**src/rtl/neuron_mac_if.sv**
```systemverilog
// Streaming bus of the neuron MAC: weighted-input beats upstream and the
// sign/magnitude pre-activation result downstream, each with valid/ready.
interface neuron_mac_if #(
    parameter int DATA_W = 16
);
    logic                     in_valid;
    logic                     in_ready;
    logic signed [DATA_W-1:0] in_data;
    logic signed [DATA_W-1:0] in_weight;
    logic signed [DATA_W-1:0] bias;
    logic                     out_valid;
    logic                     out_ready;
    logic        [DATA_W-1:0] out_x;
    logic                     out_neg;

    modport master (
        output in_valid, in_data, in_weight, bias, out_ready,
        input  in_ready, out_valid, out_x, out_neg
    );

    modport slave (
        input  in_valid, in_data, in_weight, bias, out_ready,
        output in_ready, out_valid, out_x, out_neg
    );
endinterface

```
**src/rtl/neuron_mac.sv**
```systemverilog
// Neuron pre-activation: bias + sum of N_INPUTS Q6.10 products, emitted as a
// saturated magnitude plus sign. Define NEURON_MAC_ROUND_EN for round-half-up.
module neuron_mac #(
    parameter int N_INPUTS = 4,
    parameter int DATA_W   = 16,
    parameter int FRAC_W   = 10,
    parameter int ACC_W    = 40
) (
    input  logic          clk,
    input  logic          rst_n,
    neuron_mac_if.slave   bus
);
    localparam int CNT_W  = (N_INPUTS > 1) ? $clog2(N_INPUTS) : 1;
    localparam int PROD_W = 2 * DATA_W;

    localparam logic [CNT_W-1:0] LAST_CNT = CNT_W'(N_INPUTS - 1);
    localparam logic [ACC_W-1:0] MAX_MAG  = {{(ACC_W-DATA_W+1){1'b0}}, {(DATA_W-1){1'b1}}};
`ifdef NEURON_MAC_ROUND_EN
    localparam logic signed [ACC_W-1:0] HALF_LSB =
        {{(ACC_W-FRAC_W){1'b0}}, 1'b1, {(FRAC_W-1){1'b0}}};
`endif

    typedef enum logic {ACC, OUT} state_t;

    state_t                    state, state_next;
    logic        [CNT_W-1:0]   count;
    logic signed [ACC_W-1:0]   acc;
    logic        [DATA_W-1:0]  x_q;
    logic                      neg_q;

    logic                      beat;
    logic                      last_beat;
    logic signed [PROD_W-1:0]  data_ext, weight_ext, prod;
    logic signed [ACC_W-1:0]   prod_ext, bias_ext, acc_base, acc_sum, acc_rnd, s;
    logic        [ACC_W-1:0]   mag;
    logic        [DATA_W-1:0]  x_next;
    logic                      neg_next;

    assign beat      = bus.in_valid && bus.in_ready;
    assign last_beat = beat && (count == LAST_CNT);

    // Operands are widened first so the product is a full-width signed Q12.20.
    assign data_ext   = {{DATA_W{bus.in_data[DATA_W-1]}}, bus.in_data};
    assign weight_ext = {{DATA_W{bus.in_weight[DATA_W-1]}}, bus.in_weight};
    assign prod       = data_ext * weight_ext;
    assign prod_ext   = {{(ACC_W-PROD_W){prod[PROD_W-1]}}, prod};
    assign bias_ext   = {{(ACC_W-DATA_W){bus.bias[DATA_W-1]}}, bus.bias};

    // NOTE: every always_comb output gets a default first, so no path can infer a latch.
    always_comb begin
        acc_base = acc;
        if (count == '0) begin
            acc_base = bias_ext <<< FRAC_W;
        end
        acc_sum = acc_base + prod_ext;
    end

`ifdef NEURON_MAC_ROUND_EN
    assign acc_rnd = acc_sum + HALF_LSB;
`else
    assign acc_rnd = acc_sum;
`endif

    // A zero s naturally yields neg = 0 and mag = 0, so no special case is needed.
    always_comb begin
        s        = acc_rnd >>> FRAC_W;
        neg_next = s[ACC_W-1];
        mag      = neg_next ? ACC_W'(-s) : ACC_W'(s);
        x_next   = mag[DATA_W-1:0];
        if (mag > MAX_MAG) begin
            x_next = MAX_MAG[DATA_W-1:0];
        end
    end

    // NOTE: sequential state uses non-blocking assignments so all registers update together.
    always_ff @(posedge clk or negedge rst_n) begin
        if (!rst_n) begin
            state <= ACC;
        end else begin
            state <= state_next;
        end
    end

    always_comb begin
        state_next = state;
        case (state)
            ACC: if (last_beat)     state_next = OUT;
            OUT: if (bus.out_ready) state_next = ACC;
            default:                state_next = ACC;
        endcase
    end

    always_comb begin
        bus.in_ready  = (state == ACC);
        bus.out_valid = (state == OUT);
        bus.out_x     = x_q;
        bus.out_neg   = neg_q;
    end

    always_ff @(posedge clk or negedge rst_n) begin
        if (!rst_n) begin
            count <= '0;
            acc   <= '0;
            x_q   <= '0;
            neg_q <= 1'b0;
        end else if (beat) begin
            acc <= acc_sum;
            if (last_beat) begin
                count <= '0;
                x_q   <= x_next;
                neg_q <= neg_next;
            end else begin
                count <= count + 1'b1;
            end
        end
    end
endmodule

```
**src/flat_wrapper.sv**
```systemverilog
// flat-port wrapper written by rule: the top's interface ports become plain ports
module neuron_mac_flat 
#(
    parameter int N_INPUTS = 4,
    parameter int DATA_W   = 16,
    parameter int FRAC_W   = 10,
    parameter int ACC_W    = 40
)
  (clk, rst_n, bus_in_valid, bus_in_data, bus_in_weight, bus_bias, bus_out_ready, bus_in_ready, bus_out_valid, bus_out_x, bus_out_neg);
  neuron_mac_if #(.DATA_W(DATA_W)) bus_i ();
  input  logic clk;
  input  logic rst_n;
  input wire logic [$bits(bus_i.in_valid)-1:0] bus_in_valid;
  input wire logic [$bits(bus_i.in_data)-1:0] bus_in_data;
  input wire logic [$bits(bus_i.in_weight)-1:0] bus_in_weight;
  input wire logic [$bits(bus_i.bias)-1:0] bus_bias;
  input wire logic [$bits(bus_i.out_ready)-1:0] bus_out_ready;
  output wire logic [$bits(bus_i.in_ready)-1:0] bus_in_ready;
  output wire logic [$bits(bus_i.out_valid)-1:0] bus_out_valid;
  output wire logic [$bits(bus_i.out_x)-1:0] bus_out_x;
  output wire logic [$bits(bus_i.out_neg)-1:0] bus_out_neg;
  assign bus_i.in_valid = bus_in_valid;
  assign bus_i.in_data = bus_in_data;
  assign bus_i.in_weight = bus_in_weight;
  assign bus_i.bias = bus_bias;
  assign bus_i.out_ready = bus_out_ready;
  assign bus_in_ready = bus_i.in_ready;
  assign bus_out_valid = bus_i.out_valid;
  assign bus_out_x = bus_i.out_x;
  assign bus_out_neg = bus_i.out_neg;
  neuron_mac #(.N_INPUTS(N_INPUTS), .DATA_W(DATA_W), .FRAC_W(FRAC_W), .ACC_W(ACC_W)) u_core (.clk(clk), .rst_n(rst_n), .bus(bus_i));
endmodule
```
**config.mk**
```make
export PLATFORM = sky130hd
export DESIGN_NAME = neuron_mac_flat
export DESIGN_NICKNAME = d
export VERILOG_FILES = /design/src/rtl/neuron_mac_if.sv /design/src/rtl/neuron_mac.sv /design/src/flat_wrapper.sv
export SDC_FILE = /design/constraint.sdc
export NUM_CORES = 1
export LEC_CHECK = 0
export BUFFER_PORTS_ARGS = -buffer_cell sky130_fd_sc_hd__buf_4
export CORE_MARGIN = 1
export CORE_UTILIZATION = 55
export DETAILED_ROUTE_END_ITERATION = 7
export PLACE_DENSITY = 0.72
export SLEW_MARGIN = 20
export SYNTH_ARGS = -nofsm -noshare
export SYNTH_HDL_FRONTEND = slang
export SYNTH_SLANG_ARGS = --single-unit
```
**constraint.sdc**
```tcl
create_clock -name clk -period 12.66 [get_ports clk]
set_clock_uncertainty 0.2 [all_clocks]
set_input_delay 1.266 -clock clk [delete_from_list [all_inputs] [get_ports clk]]
set_output_delay 1.266 -clock clk [all_outputs]
set_load 0.03 [all_outputs]
```
Word level (Yosys, flattened, before mapping)
Cells that the tools add are included.
- word-level logic and storage cells: 23
- input bits: 52
- bits in registers: 60
- muxes and demuxes: 7
- reduce and logical (&&, ||, !) cells: 4
- multipliers: 1
- eq/ne operators: 1
- $lt $le $gt $ge: 1
- bitwise gates (word level): 1
- $add $sub $neg: 3
- operators with widths (cell ; count):
    $mux 40 ; 2
    $add 40x32->40 ; 1
    $gt 40x15->1 const B ; 1
    $neg 30->40 ; 1
    $mul 16x16->32 ; 1
    $mux 16 ; 1
    $add 2x1->2 const B ; 1
    $eq 2x2->1 const B ; 1
    $logic_and 1x1->1 ; 2
    $logic_not 2->1 ; 1
    $mux 1 ; 2
    $mux 2 ; 1
    $pmux 1 s2 ; 1
    $reduce_and 2->1 ; 1
    $not 1->1 ; 1

Longest topological paths before layout
Gate-level depths: netlist (run 1).
- word-level depth: 7
- depth in mapped cells: 31

Least setup slack after synthesis (run 1)
OpenSTA, ideal clock, no wires.
- kind: input port to flip-flop
- start point: input bus_in_data[15]
- end point: register u_core.x_q[10], in the netlist u_core.bus.out_x[10]
- setup slack: 3.658 ns
- arrival time: 8.668 ns
- stages on the path: 29
- library setup time: 0.134 ns
- path buffers: 4
- path through: clkbuf_1 > nand2_1 > inv_1 > fa_1 > inv_1 > fa_1 > inv_1 > fa_1 > inv_1 > fa_1 > fa_1 > fa_1 > inv_1 > ha_1 > clkbuf_1 > a21oi_1 > o31ai_1 > a221oi_2 > o21ai_1 > xnor2_1 > nand3_1 > or4_1 > buf_6 > nor4_4 > nor3b_1 > a311o_1 > a2111oi_4 > buf_6 > a31oi_2
- word-level cells in the longest chain between the ends: 6
- RTL lines (item ; line ; RTL):
    start: declaration ; flat_wrapper.sv:14 ; input wire logic [$bits(bus_i.in_data)-1:0] bus_in_data;
    $mul 16x16->32 * ; neuron_mac.sv:45 ; assign prod = data_ext * weight_ext;
    $add 40x32->40 * ; neuron_mac.sv:55 ; acc_sum = acc_base + prod_ext;
    $neg 30->40 ; neuron_mac.sv:68 ; mag = neg_next ? ACC_W'(-s) : ACC_W'(s);
    $mux 40 * ; neuron_mac.sv:68 ;
    $gt 40x15->1 ; neuron_mac.sv:70 ; if (mag > MAX_MAG) begin
    $mux 16 * ; neuron_mac.sv:70 ;
    end signal: assignment ; neuron_mac.sv:110 ; x_q <= x_next;
    end: declaration ; neuron_mac.sv:28 ; logic [DATA_W-1:0] x_q;
Every way passes the cells marked *; elsewhere a longest branch is shown, timed or not.
A chain may end at the register's enable or synchronous reset.

Worst setup path in the final report (run 1)
- start point: input bus_in_data[15]
- end point: register u_core.x_q[2], in the netlist u_core.bus.out_x[2]
Same word-level chain as after synthesis.

==> impl_metrics.toml, run 1 <==
[setup_path]
critPathKind = "primary input to flip-flop"
start_kind = "primary input"
critPathBufInv = 7
critPathMaxStageDelay_ps = 750
cp_top_family = "adder cells"
critPathSlowestCell = "fa_1"
cp-end-kind = "flip-flop"
worstPathMaxFanout = 16
required_ps = 12640
cp_common_cell = "fa_1"
cp_data_arrival_time_ps = 9860

[clock_tree]
cts.root.buffer_cell = "clkbuf_16"
cts.repair.resized = 0
clk-insertion-delay-late_ps = 340
cts_max_level = 3
cts_buffer_depth = 2
cts_buffers = 9
tritoncts = "done"
cts_setup_buffers = 0
clk_pin_slew_ps = 60
cts_hold_buf = 0
cts.sinks = 60

[timing]
fmax_mhz = 101.2
setup_viol = 0
setup_tns_ps = 0
hold_viol = 0
relSlewSlack = 0.3990
period_share = 0.7801
hold_ws_ps = 267.8
min_period_ps = 9877
worstMarginPinSlew_ps = 900.5
slew_viol_final = 0
rsz0062_at_grt = "false"

[synth]
yosys.area_share.adder = 0.4976
yosysMostFrequentCell = "inv_1"
synth_top_family_by_area = "adder cells"
async_flop_share = 1.000
synthTopCellsByCount = "401 x inv_1, 330 x fa_1, 226 x nand2_1"
netlist_instances = 1804
synth_xor_area_frac = 0.02542
yosys.area.top_type = "fa_1"
synth_warnings = 0
ys_seq_area_frac = 0.09244
synth_edf_count = 0
synth_ff_type = "dfrtp_1"
ys_ff_latch = 60
avgSynthCellArea_um2 = 9.004
syn-num-nets = 2304
synthMuxAreaShare = 0.01340
yosysUniqueCellTypes = 80
synth_area_leaders = "fa_1 41%, inv_1 9.3%, dfrtp_1 9.2%"
yosysTopAreaCellShare = 0.4067
synth-compound-area-share = 0.1049
synth-simple-area-share = 0.1559
synth_area_mm2 = 0.01624

[floorplanning]
initial_core_util = 0.5629
dieArea_mm2 = 0.03022
fp.dieW_um = 173.9
core_mm2 = 0.02886
rows = 62
num_io_pins = 71
fp.dieH_um = 173.9

[global_route]
grt_pass1_vias = 13116
grt_first_pass_wirelength_mm = 64.80
antenna_found_initial = 0
grt_overflow_total = 0
grt_max_degree = 61
grt_usage = 0.2674

[placement]
numPortBuffers = 70
globalplace.congestion = 0.8685
dp_hpwl_mm = 32.07

[routing]
ant_nets = 0
via_per_inst = 5.502
route.detailed.drc = 0
post_drt_wl_per_cell_um = 17.08
first_pass_iters = 5
num_vias = 12160
drt-initial-drc-count = 588
routed_wl_mm = 37.75

[layout]
finalNetCount = 2321
antenna_cells = 0
multi_input_area_mm2 = 0.01296
seq_area_mm2 = 0.001501
fillers = 2548
drive_gt1_frac = 0.08105
syn_to_final_growth_pct = 6.817

[outcome]
status = "complete, no violations"

[min_path]
min_path_type = "flip-flop to flip-flop"

[job]
drv_cap = 0
-- worst register-to-register path: cells and delay by family, from the launching register on --
family	cells	cell delay, ps
adders and majority gates	7	3450
AOI/OAI and AO/OA	9	2660
and+or+nand+nor	3	1030
buffers and inverters	7	950
xor gates and xnor gates	1	450
DFF	1	390
-- logic make-up after synthesis --
group / count (synthesis)
AND/OR/NAND/NOR: 511
buffers and inverters: 470
adder cells (fa/ha/maj): 448
AO/OA/AOI/OAI: 250
flip-flops: 60
XOR/XNOR: 45
multiplexers: 20
-- routing by layer --
| layer | track usage | wire (µm) |
|---|---|---|
| met3 | 0.02873 | 1301 |
| met1 | 0.3430 | 15330 |
| met2 | 0.4877 | 20430 |
| met5 | 0 | 0 |
| met4 | 0.05409 | 684 |
-- per-stage QoR --
stage	area [µm²]	utilization	setup slack (ps)	cells
2_1_floorplan	16240	-	3658	1804
3_3_place_gp	17000	0.5891	2449	2193
3_5_place_dp	17010	0.5893	2202	2193
4_1_cts	17340	0.6009	2527	2209
5_1_grt	17350	0.6012	2231	2210
6_report	17350	0.6012	2783	2210
-- final timing paths --
check	from	endpoint	slack [ps]	cells past startpoint
min in group asynchronous	rst_n	u_core.acc[35]	800	1
max	bus_in_data[15]	u_core.bus.out_x[2]	2780	26
min reg2reg	u_core.acc[1]	u_core.acc[1]	270	2
min	u_core.acc[1]	u_core.acc[1]	270	2
max in group asynchronous	rst_n	u_core.acc[9]	10950	1
max reg2reg	u_core.count[0]	u_core.bus.out_x[2]	3350	27
-- sequential cells by signal, summed over array words and instances, names as in the netlist --
name,count
u_core.bus.out_neg,1
u_core.count,2
u_core.bus.out_x,16
u_core.bus.out_valid,1
u_core.acc,40
-- layout by cell type, fill, tap and decap left out, types with 14 or more instances in the layout --
cell,instances
nor2_1,61
xor2_1,14
dfrtp_1,60
xnor2_1,30
a21oi_1,48
nand2_1,226
nor2b_1,16
fa_1,330
mux2_2,14
o21ai_0,79
buf_4,74
ha_1,118
inv_1,401
and2_1,122
-- layout make-up --
class / count / area share
multi-input combinational: 1274 / 0.7472
clock buffer: 10 / 0.01377
tap: 384 / 0.02769
inverter: 401 / 0.08675
timing repair buffer: 75 / 0.03267
clock inverter: 6 / 0.005409
sequential: 60 / 0.08654
Power of run 1 is not shown: default switching activity piles up to over one toggle a cycle in this logic, so the estimate is an artifact.
==> run 2, diff against run 1 <==
Settings changed: PLACE_DENSITY 0.72 to 0.75.
Clock period 12.66 ns to 8.6 ns, I/O delays scaled along.
==> impl_metrics.toml, run 2 (synthesized netlist as in run 1, its figures left out) <==
[min_path]
min_path_type = "flip-flop to flip-flop"
worstHoldEndpoint = "u_core.acc[2]"
hold_start = "u_core.acc[2]"
min_path_cells = 2

[clock_tree]
cts.root.buffer_cell = "clkbuf_16"
cts_buffer_depth = 2
cts_hold_buf = 0
cts.sinks = 60
clk_pin_slew_ps = 50
cts_max_level = 3
tritoncts = "done"
cts_buffers = 9
clk-insertion-delay-late_ps = 330

[layout]
regMostFlops = "u_core.acc"
final_common_cell = "inv_1"
fillers = 2456
antenna_cells = 0
largest_reg_flops = 40
multi_input_area_mm2 = 0.01301
finalNetCount = 2409
syn_to_final_growth_pct = 11.14
drive_gt1_frac = 0.1280
seq_area_mm2 = 0.001501
final_cell_mix = "400 x inv_1, 330 x fa_1, 226 x nand2_1"

[placement]
dp_slack_ps = -138.4
numPortBuffers = 70
dp_hpwl_mm = 33.26
globalplace.congestion = 0.9237

[timing]
fmax_mhz = 121.4
setup_viol = 0
slew_viol_final = 0
relSlewSlack = 0.4937
period_share = 0.9577
hold_ws_ps = 265.3
hold_viol = 0
worstMarginPinSlew_ps = 747.6
min_period_ps = 8236
rsz0062_at_grt = "false"
setup_slack_ps = 364.0

[setup_path]
start_kind = "primary input"
r2r_start = "u_core.count[0]"
ff2ff_setup_slack_ps = 510
critPathBufInv = 9
worstReg2RegEnd = "u_core.bus.out_x[4]"
critPathSlowestCell = "or4_4"
cp_data_arrival_time_ps = 8240
worstPathMaxFanout = 15
critPathMaxStageDelay_ps = 610
cp_top_family = "adder cells"
cp-end-kind = "flip-flop"
worst-r2r-cell-count = 28
critPathKind = "primary input to flip-flop"
required_ps = 8600

[global_route]
grt_overflow_total = 0
grt_first_pass_wirelength_mm = 65.84
grt_max_degree = 61
antenna_found_initial = 0
grt_pass1_vias = 13766
grt_usage = 0.2695

[floorplanning]
core_mm2 = 0.02886
fp.dieH_um = 173.9
dieArea_mm2 = 0.03022
fp.dieW_um = 173.9
num_io_pins = 71
initial_core_util = 0.5629
rows = 62

[routing]
first_pass_iters = 7
drt-initial-drc-count = 700
ant_nets = 0
via_per_inst = 5.429
num_vias = 12475
routed_wl_mm = 38.05
route.detailed.drc = 0
post_drt_wl_per_cell_um = 16.56

[outcome]
status = "complete, no violations"

[job]
drv_cap = 0
[run 2: layout make-up]
cell class	instances	area share
Multi-Input combinational cell	1274	0.7205
Clock inverter	3	0.002495
Clock buffer	13	0.01442
Tap cell	384	0.02661
Inverter	401	0.08359
Timing Repair Buffer	163	0.06917
Sequential cell	60	0.08317
[run 2: repair_timing]
action	CTS	global route
buffers inserted	0	1
gates resized for setup	0	12
setup endpoints to repair	0	15
endpoints found under the hold margin	0	0
[run 2: per-stage QoR]
stage,instances,cell area [µm²],TNS (ps),utilization
finish,2298,18050,0,0.6256
detailed placement,2281,17690,-1733,0.6129
global route,2298,18050,0,0.6256
floorplan,1804,16240,0,-
global placement,2281,17690,-557.6,0.6129
CTS,2297,17990,0,0.6234
[run 2: how the worst max path moves through the flow]
stage,startpoint,end,slack (ps),depth (start not counted)
finish,bus_in_weight[1],u_core.bus.out_x[4],360,28
global route,bus_in_weight[1],u_core.bus.out_x[5],0.7,28
CTS,bus_in_weight[1],u_core.bus.out_x[4],170,27
detailed placement,bus_in_weight[1],u_core.bus.out_x[4],-140,27
global placement,bus_in_weight[1],u_core.bus.out_x[0],-40,27
floorplan,bus_in_data[15],u_core.bus.out_x[10],4,29
[run 2: worst min-delay path, cell delays in order, from the launching register on]
cell and delay [ps]:
dfrtp_1 330, nand2_1 50, nand2_1 50
[run 2: routing by layer]
layer,vias to the layer above,global-route usage,wire (µm)
li1,5791,-,-
met1,6353,0.3358,15350
met2,270,0.4897,20360
met3,61,0.02829,1215
met4,0,0.08406,1120
met5,-,0,0
Power of run 2 is left out for the same reason.
